==> src/rtl/obi_to_axi_pkg.sv <==
// obi_to_axi_pkg: bus widths, OBI/AXI channel structs and attribute mapping for the OBI-to-AXI bridge
package obi_to_axi_pkg;
  localparam int unsigned AddrWidth = 32;
  localparam int unsigned DataWidth = 32;
  localparam int unsigned IdWidth = 4;
  localparam int unsigned AxiIdWidth = 1;
  localparam bit UseProt = 1'b1;
  localparam bit UseMemtype = 1'b1;
  localparam logic [2:0] AxiSize = 3'($clog2(DataWidth / 8));
  localparam logic [1:0] BurstIncr = 2'b01;
  typedef enum logic [1:0] {
    RESP_OKAY   = 2'b00,
    RESP_EXOKAY = 2'b01,
    RESP_SLVERR = 2'b10,
    RESP_DECERR = 2'b11
  } axi_resp_e;
  typedef struct packed {
    logic                   req;
    logic [AddrWidth-1:0]   addr;
    logic                   we;
    logic [DataWidth/8-1:0] be;
    logic [DataWidth-1:0]   wdata;
    logic [IdWidth-1:0]     aid;
    logic [2:0]             prot;
    logic [1:0]             memtype;
  } obi_req_t;
  typedef struct packed {
    logic                 gnt;
    logic                 rvalid;
    logic [DataWidth-1:0] rdata;
    logic                 err;
    logic [IdWidth-1:0]   rid;
  } obi_rsp_t;
  typedef struct packed {
    logic [AxiIdWidth-1:0] id;
    logic [AddrWidth-1:0]  addr;
    logic [7:0]            len;
    logic [2:0]            size;
    logic [1:0]            burst;
    logic                  lock;
    logic [3:0]            cache;
    logic [2:0]            prot;
    logic [3:0]            qos;
    logic [3:0]            region;
    logic [5:0]            atop;
  } axi_ax_t;
  typedef struct packed {
    logic [DataWidth-1:0]   data;
    logic [DataWidth/8-1:0] strb;
    logic                   last;
  } axi_w_t;
  typedef struct packed {
    logic [AxiIdWidth-1:0] id;
    logic [1:0]            resp;
  } axi_b_t;
  typedef struct packed {
    logic [AxiIdWidth-1:0] id;
    logic [DataWidth-1:0]  data;
    logic [1:0]            resp;
    logic                  last;
  } axi_r_t;
  typedef struct packed {
    axi_ax_t aw;
    logic    aw_valid;
    axi_w_t  w;
    logic    w_valid;
    axi_ax_t ar;
    logic    ar_valid;
    logic    b_ready;
    logic    r_ready;
  } axi_req_t;
  typedef struct packed {
    logic   aw_ready;
    logic   w_ready;
    logic   ar_ready;
    logic   b_valid;
    axi_b_t b;
    logic   r_valid;
    axi_r_t r;
  } axi_rsp_t;
  function automatic logic [2:0] map_prot(input logic [2:0] p);
    return UseProt ? {~p[0], 1'b0, ~p[1]} : 3'b000;
  endfunction
  function automatic logic [3:0] map_cache(input logic [1:0] m);
    return UseMemtype ? {2'b00, ~m[1], m[0]} : 4'b0000;
  endfunction
endpackage

==> src/rtl/obi_to_axi_order_fifo.sv <==
// obi_to_axi_order_fifo: sync-reset FIFO remembering {we, aid} of granted requests in issue order
module obi_to_axi_order_fifo #(
  parameter int unsigned Depth = 4,
  parameter int unsigned Width = 1
) (
  input  logic             clk_i,
  input  logic             rst_i,
  input  logic             push_i,
  input  logic [Width-1:0] data_i,
  input  logic             pop_i,
  output logic             full_o,
  output logic             empty_o,
  output logic [Width-1:0] head_o
);
  localparam int unsigned PtrW = Depth > 1 ? $clog2(Depth) : 1;
  localparam int unsigned CntW = $clog2(Depth + 1);
  localparam logic [PtrW-1:0] Last = PtrW'(Depth - 1);
  logic [Width-1:0] mem_q [Depth];
  logic [Width-1:0] mem_d [Depth];
  logic [PtrW-1:0] wr_q, wr_d, rd_q, rd_d;
  logic [CntW-1:0] cnt_q, cnt_d;
  assign full_o = cnt_q == CntW'(Depth);
  assign empty_o = cnt_q == '0;
  assign head_o = mem_q[rd_q];
  // pointer, storage and occupancy update; push and pop may coincide
  always_comb begin
    mem_d = mem_q;
    if (push_i) mem_d[wr_q] = data_i;
    wr_d = push_i ? (wr_q == Last ? '0 : wr_q + 1'b1) : wr_q;
    rd_d = pop_i ? (rd_q == Last ? '0 : rd_q + 1'b1) : rd_q;
    cnt_d = cnt_q + CntW'(push_i) - CntW'(pop_i);
  end
  // state register
  always_ff @(posedge clk_i) begin
    if (rst_i) begin
      mem_q <= '{default: '0};
      wr_q <= '0;
      rd_q <= '0;
      cnt_q <= '0;
    end else begin
      mem_q <= mem_d;
      wr_q <= wr_d;
      rd_q <= rd_d;
      cnt_q <= cnt_d;
    end
  end
endmodule

==> src/rtl/obi_to_axi.sv <==
// obi_to_axi: OBI subordinate to single-beat AXI4 manager bridge with in-order registered R phase
module obi_to_axi
  import obi_to_axi_pkg::*;
#(
  parameter logic [AxiIdWidth-1:0] AxiId = '0,
  parameter int unsigned MaxTrans = 4
) (
  input  logic     clk_i,
  input  logic     rst_i,
  input  obi_req_t obi_req_i,
  output obi_rsp_t obi_rsp_o,
  output axi_req_t axi_req_o,
  input  axi_rsp_t axi_rsp_i
);
  localparam int unsigned FifoWidth = 1 + IdWidth;
  logic en_q, en_d, aw_done_q, aw_done_d, w_done_q, w_done_d;
  logic rvalid_q, rvalid_d, err_q, err_d;
  logic [DataWidth-1:0] rdata_q, rdata_d;
  logic [IdWidth-1:0] rid_q, rid_d;
  logic active, rd_req, wr_req, full, empty, gnt, pop, head_we;
  logic [IdWidth-1:0] head_aid;
  logic [FifoWidth-1:0] head;
  logic unused;
  assign {head_we, head_aid} = head;
  assign unused = ^{axi_rsp_i.r.id, axi_rsp_i.r.last, axi_rsp_i.b.id};
  obi_to_axi_order_fifo #(
    .Depth(MaxTrans),
    .Width(FifoWidth)
  ) u_order_fifo (
    .clk_i  (clk_i),
    .rst_i  (rst_i),
    .push_i (gnt),
    .data_i ({obi_req_i.we, obi_req_i.aid}),
    .pop_i  (pop),
    .full_o (full),
    .empty_o(empty),
    .head_o (head)
  );
  // AXI request channels, OBI grant and response acceptance; en_q masks the cycle after reset
  always_comb begin
    active = en_q & ~rst_i;
    rd_req = active & obi_req_i.req & ~obi_req_i.we;
    wr_req = active & obi_req_i.req & obi_req_i.we;
    axi_req_o = '0;
    axi_req_o.aw.id = AxiId;
    axi_req_o.aw.addr = obi_req_i.addr;
    axi_req_o.aw.size = AxiSize;
    axi_req_o.aw.burst = BurstIncr;
    axi_req_o.aw.cache = map_cache(obi_req_i.memtype);
    axi_req_o.aw.prot = map_prot(obi_req_i.prot);
    axi_req_o.ar = axi_req_o.aw;
    axi_req_o.w.data = obi_req_i.wdata;
    axi_req_o.w.strb = obi_req_i.be;
    axi_req_o.w.last = 1'b1;
    axi_req_o.aw_valid = wr_req & ~full & ~aw_done_q;
    axi_req_o.w_valid = wr_req & ~full & ~w_done_q;
    axi_req_o.ar_valid = rd_req & ~full;
    axi_req_o.b_ready = active & ~empty & head_we;
    axi_req_o.r_ready = active & ~empty & ~head_we;
    gnt = rd_req ? axi_rsp_i.ar_ready & ~full
                 : wr_req & ~full & (axi_rsp_i.aw_ready | aw_done_q) & (axi_rsp_i.w_ready | w_done_q);
    pop = (axi_req_o.b_ready & axi_rsp_i.b_valid) | (axi_req_o.r_ready & axi_rsp_i.r_valid);
  end
  // sticky write-channel flags and registered R phase captured on the accepted B/R handshake
  always_comb begin
    en_d = 1'b1;
    aw_done_d = gnt ? 1'b0 : aw_done_q | (axi_req_o.aw_valid & axi_rsp_i.aw_ready);
    w_done_d = gnt ? 1'b0 : w_done_q | (axi_req_o.w_valid & axi_rsp_i.w_ready);
    rvalid_d = pop;
    rdata_d = pop ? (head_we ? '0 : axi_rsp_i.r.data) : rdata_q;
    err_d = pop ? (head_we ? axi_rsp_i.b.resp[1] : axi_rsp_i.r.resp[1]) : err_q;
    rid_d = pop ? head_aid : rid_q;
  end
  // state register
  always_ff @(posedge clk_i) begin
    if (rst_i) begin
      en_q <= 1'b0;
      aw_done_q <= 1'b0;
      w_done_q <= 1'b0;
      rvalid_q <= 1'b0;
      rdata_q <= '0;
      err_q <= 1'b0;
      rid_q <= '0;
    end else begin
      en_q <= en_d;
      aw_done_q <= aw_done_d;
      w_done_q <= w_done_d;
      rvalid_q <= rvalid_d;
      rdata_q <= rdata_d;
      err_q <= err_d;
      rid_q <= rid_d;
    end
  end
  assign obi_rsp_o.gnt = gnt;
  assign obi_rsp_o.rvalid = rvalid_q;
  assign obi_rsp_o.rdata = rdata_q;
  assign obi_rsp_o.err = err_q;
  assign obi_rsp_o.rid = rid_q;
endmodule

==> config.mk <==
export PLATFORM = sky130hd
export DESIGN_NAME = obi_to_axi
export DESIGN_NICKNAME = d
export VERILOG_FILES = /design/src/rtl/obi_to_axi_pkg.sv /design/src/rtl/obi_to_axi_order_fifo.sv /design/src/rtl/obi_to_axi.sv
export SDC_FILE = /design/constraint.sdc
export NUM_CORES = 1
export LEC_CHECK = 0
export CAP_MARGIN = 15
export CORE_UTILIZATION = 25
export DETAILED_ROUTE_END_ITERATION = 12
export PLACE_DENSITY = 0.74
export SYNTH_ARGS = -nofsm -noshare
export SYNTH_HDL_FRONTEND = slang
export SYNTH_SLANG_ARGS = --single-unit
==> constraint.sdc <==
create_clock -name clk_i -period 3.65 [get_ports clk_i]
set_input_delay 0.365 -clock clk_i [delete_from_list [all_inputs] [get_ports clk_i]]
set_output_delay 0.365 -clock clk_i [all_outputs]
set_load 0.05 [all_outputs]
==> results of run 1 <==
logic make-up after synthesis:
| logic type | count (synthesis) |
|---|---|
| simple gates | 129 |
| mux | 47 |
| compound gates | 39 |
| buf+inv | 203 |
| xor+xnor | 2 |
| fa+ha+maj | 8 |
| flops | 68 |
| other cells | 2 |
layout by cell type, fill, tap and decap left out, drive strengths merged:
cell / count
fa: 1
ha: 7
o31a: 1
o2111ai: 3
nor2: 17
mux2: 2
nand3: 22
inv: 9
nor2b: 3
o21ai: 7
clkbuf: 12
buf: 11
and2: 1
conb: 65
a21oi: 24
and3b: 1
xnor2: 1
o2111a: 1
o221a: 1
clkdlybuf4s50: 93
nand2: 80
bufinv: 1
mux4: 5
o31ai: 1
or3b: 1
o211a: 1
xor2: 1
nor3: 2
clkinv: 2
or4: 1
mux2i: 40
and3: 1
clkinvlp: 1
dfxtp: 68
worst max-delay path, delay by kind of cell (launching register included):
family                   cells  cell delay, ns
adder cells (fa/ha/maj)      3            0.78
multiplexers                 2            1.05
XOR/XNOR                     2            0.31
buffers and inverters        2            0.11
AND/OR/NAND/NOR              2            0.10
flip-flops                   1            0.56
power by group:
part | switching, mW | leakage, nW | internal, mW
combinational | 0.261 | 1.07 | 0.0958
sequential | 0.00885 | 0.549 | 0.755
clock | 0.332 | 0.149 | 0.564
total | 0.602 | 1.77 | 1.41
registers in the layout, indices dropped and copies added (netlist names):
name and count:
aw_done_q 1, en_q 1, err_q 1, rdata_q 32, rid_q 4, rvalid_q 1, u_order_fifo.cnt_q 3, u_order_fifo.mem_q 20
u_order_fifo.rd_q 2, u_order_fifo.wr_q 2, w_done_q 1
Yosys cell counts, types with 2 or more instances:
| cell type | number |
|---|---|
| nor2_1 | 16 |
| conb_1 | 2 |
| nor2b_1 | 3 |
| ha_1 | 7 |
| dfxtp_1 | 68 |
| nor3_1 | 2 |
| buf_4 | 173 |
| mux2_2 | 2 |
| mux4_2 | 5 |
| inv_1 | 9 |
| nand3_1 | 22 |
| buf_6 | 4 |
| nand2_1 | 80 |
| o2111ai_1 | 3 |
| a21oi_1 | 24 |
| clkbuf_1 | 14 |
| mux2i_1 | 39 |
| o21ai_0 | 7 |
area by class of cell:
cell class | instances | area share (%)
clock buffer | 12 | 5.46
clock inverter | 4 | 1.01
inverter | 9 | 0.719
multi-input combinational | 290 | 36.1
sequential | 68 | 29.0
tap | 220 | 5.86
timing repair buffer | 104 | 21.8
routing by layer:
layer	routed length [um]	vias to the layer above	part of all wire, %	track usage, %
li1	-	1350	-	-
met1	3870	1282	42	12.0
met2	3880	156	42	14.6
met3	965	58	10	5.10
met4	578	0	6.2	8.75
met5	0	-	0	0
worst paths after layout:
path	depth (start not counted)	start	slack (ns)	end
setup reg to reg	11	u_order_fifo.rd_q[0]$_SDFFE_PP0N_	0.62	u_order_fifo.cnt_q[2]$_SDFF_PP0_
hold reg to reg	2	u_order_fifo.mem_q[3]$_SDFFE_PP0P_	0.45	u_order_fifo.mem_q[3]$_SDFFE_PP0P_
setup / recovery	11	u_order_fifo.rd_q[0]$_SDFFE_PP0N_	0.62	u_order_fifo.cnt_q[2]$_SDFF_PP0_
hold / removal	2	u_order_fifo.mem_q[3]$_SDFFE_PP0P_	0.45	u_order_fifo.mem_q[3]$_SDFFE_PP0P_
==> summary.txt, run 1 <==
Min Tclk post-route: 3.03 ns
Gr ovfl total: 0
Power Total: 2.02 mW
Crit path arrival time: 3.25 ns
Clock skew after layout: 0.00405 ns
DR WL/cell: 13.1 um
Vias in the first global route: 2655
Initial antenna violation count: 0
DR vias: 2846
Clock slew at reported path FFs: 0.06 ns
Hold Crit Class: register to register
Fin cells: 707
Num CTS Buffers: 9
Post-Synth Adder-Cell Area: 2.52%
Hold_buf cts: 0
I/O Pins: 342
Post-route setup TNS: 0 ns
Row count: 47
CP cell instances: mux4_2 -> mux2i_4 -> nor2_4 -> ha_1 -> inv_1 -> ha_1 -> inv_1 -> fa_1 -> xor2_1 -> xnor2_1 -> nor2_1
Final Cycle Share: 83.1%
Global Route Usage Sum: 10.5%
Synth async-reset ratio: 0%
# port buffers: 99
Area of the multi-input gates: 1700 um2
Crit Path Max Fanout: 10
CP startpoint kind: register
Maximum number of pins on one net before global-route repair: 38
Hold Vio Cnt, Final: 0
1st-iter DRT viols: 188
Design area: 4700 um2
Most used flip-flop cell after synthesis: dfxtp_1
Worst Setup End Kind: register
VDD IR max: 194 uV
Sequential cell area: 1360 um2
Drt drc: 0
Lkg Pwr: 1.77 nW
Worst-margin pin slew: 1.08 ns
Largest family of logic cells by synthesized area: buffers and inverters
Worst rel slew slack: 27.7%
DRT Pass-1 Iters: 4
First-pass GRT wire length: 14.0 mm
Synth Area in XOR/XNOR: 0.411%
Bufs on Longest Clock Path: 2
Synth area leaders: dfxtp_1, buf_4, mux2i_1
Cell count after synthesis: 498
Post-CTS setup buffers: 0
Fillers: 1796
Crit Path Class: register to register
Post-synthesis sequential area ratio: 31.9%
H-tree Lvls: 3
Die area: 17600 um2
TritonCTS clock tree: built
EDFF count, synth: 0
Layout Area Growth over Synthesis: 10.2%
Hold Slack: 0.451 ns
Clock root cell: clkbuf_16
Ant. Diodes: 0
Max cap viols: 0
Pwr per Cell Area: 429 nW/um2
Synth Area in Simple Gates: 12.9%
WL final: 9.29 mm
Post-synthesis compound-gate area fraction: 5.40%
Slew Viols, Final: 0
Core footprint: 16600 um2
Vias/cell: 4.03
Dpl hpwl: 6.67 mm
Fin util: 28.2%
Cell Area, Synth: 4260 um2
Post-synth top area share: 31.9%
Nets: 615
Mux contribution to synthesized area: 12.9%
TritonCTS sink count: 68
DP Area: 4390 um2
Cell variety after synth: 36
Synth Register Bits: 68
Yosys top cell by area: dfxtp_1
Worst path required time: 3.87 ns
Clk_lat worst skew: 0.34 ns
Syn Area/Cell: 8.56 um2
Dpl cells: 691
Yosys warns: 0
Final setup margin: 0.618 ns
Unrepaired setup endpoints after global routing: false
Peak Freq: 330 MHz
Final GP Congestion: 0.742
CP max stage cell: mux4_2
Status: completed
Post-CTS Resized: 0
Layout cell share with drive strength beyond 1: 7.80%
Antenna-violating nets left: 0
Die X: 133 um
Slowest stage delay, CP: 0.68 ns
Pre-CTS WS: 0.600 ns
Initial Utilization: 25.6%
# setup viols final: 0
Die height: 133 um
No activity file was read; power rests on OpenSTA's default activity.
==> inputs of run 2 (changes only) <==
clock period = 3.1 ns   (was 3.65 ns; I/O delays follow)
==> summary.txt, run 2 (synthesis results as in run 1) <==
Layout cell share with drive strength beyond 1: 8.01%
Initial Utilization: 25.6%
Most frequent cells in the layout: clkdlybuf4s50_1, nand2_1, dfxtp_1, conb_1, mux2i_1
DRT Pass-1 Iters: 4
DR vias: 2859
Busiest metal layer after global routing: met2
Final GP Congestion: 0.727
Grt met3 use: 5.25%
Hold Vio Cnt, Final: 0
Top Registers: rdata_q x32, u_order_fifo.mem_q x20, rid_q x4
Clk_lat worst skew: 0.33 ns
Worst path required time: 3.31 ns
Status: completed
Crit Path Max Fanout: 7
Crit path arrival time: 2.85 ns
Dpl cells: 693
Sequential cell area: 1360 um2
TritonCTS sink count: 68
Die height: 133 um
Gr ovfl total: 0
Die X: 133 um
Crit Path Class: register to register
Slew Viols, Final: 0
First-pass GRT wire length: 14.4 mm
Unrepaired setup endpoints after global routing: false
Clock slew at reported path FFs: 0.05 ns
Dpl hpwl: 6.75 mm
Maximum number of pins on one net before global-route repair: 37
Peak Freq: 379 MHz
Hold Slack: 0.451 ns
Lkg Pwr: 1.80 nW
Hold_buf cts: 0
Fillers: 1768
Pwr per Cell Area: 487 nW/um2
Final Cycle Share: 85.1%
Die area: 17600 um2
Met1 Usage GRT: 12.3%
Min Tclk post-route: 2.64 ns
Post-CTS setup buffers: 0
Clock skew after layout: 0.00497 ns
# setup viols final: 0
Vias in the first global route: 2663
Fin util: 28.7%
Worst-margin pin slew: 0.584 ns
Nets: 618
Post-CTS Resized: 0
Layout Area Growth over Synthesis: 12.1%
Commonest non-fill, non-tap cell in the layout: clkdlybuf4s50_1
Antenna-violating nets left: 0
# port buffers: 99
Vias/cell: 4.04
Pre-CTS WS: 0.429 ns
Power Total: 2.33 mW
Ant. Diodes: 0
Fin cells: 707
Drt drc: 0
Worst Setup End Kind: register
CP startpoint kind: register
Initial antenna violation count: 0
Core footprint: 16600 um2
TritonCTS clock tree: built
Final setup margin: 0.463 ns
DP Area: 4470 um2
Design area: 4780 um2
Num CTS Buffers: 9
H-tree Lvls: 3
I/O Pins: 342
Max cap viols: 0
Worst rel slew slack: 61.1%
Reg with most FFs: rdata_q
Bufs on Longest Clock Path: 2
Clock root cell: clkbuf_16
Hold Crit Class: register to register
Post-route setup TNS: 0 ns
Number of flip-flops in the largest register: 32
Row count: 47
VDD IR max: 213 uV
Global Route Usage Sum: 10.7%
Met2 GRT Util: 14.9%
1st-iter DRT viols: 160
WL final: 9.49 mm
DR WL/cell: 13.4 um
Area of the multi-input gates: 1700 um2
run 2: critical path, cell delays in order, from the launching register on:
cell and delay [ns]:
dfxtp_1 0.50, mux4_2 0.47, mux2i_4 0.25, nor2_4 0.05
ha_1 0.28, inv_1 0.06, ha_1 0.12, inv_1 0.05
fa_1 0.37, xor2_1 0.17, xnor2_1 0.13, nor2_1 0.05
run 2: layout make-up:
class,count,share of cell area [%]
Multi-Input combinational cell,290,35.5
Sequential cell,68,28.5
Timing Repair Buffer,107,23.7
Tap cell,220,5.76
Clock buffer,10,5.00
Clock inverter,3,0.838
Inverter,9,0.707
run 2: per-layer routing:
metal | wire length (um) | share of wire, %
met4 | 575 | 6.1
met1 | 3780 | 40
met2 | 4040 | 43
met5 | 0 | 0
met3 | 1090 | 12
run 2: where the power goes:
group          switching [mW]  leakage, nW  internal [mW]
combinational           0.312         1.11          0.123
sequential            0.00910        0.549          0.889
clock                   0.367        0.140          0.627
run 2: path summary, 6_finish.rpt:
path,startpoint,cells after the start,slack [ns],to
worst max register to register,u_order_fifo.rd_q[1]$_SDFFE_PP0N_,11,0.46,u_order_fifo.cnt_q[2]$_SDFF_PP0_
worst max-delay path,u_order_fifo.rd_q[1]$_SDFFE_PP0N_,11,0.46,u_order_fifo.cnt_q[2]$_SDFF_PP0_
worst min-delay path,rdata_q[2]$_SDFFE_PP0N_,2,0.45,rdata_q[2]$_SDFFE_PP0N_
worst min register to register,rdata_q[2]$_SDFFE_PP0N_,2,0.45,rdata_q[2]$_SDFFE_PP0N_
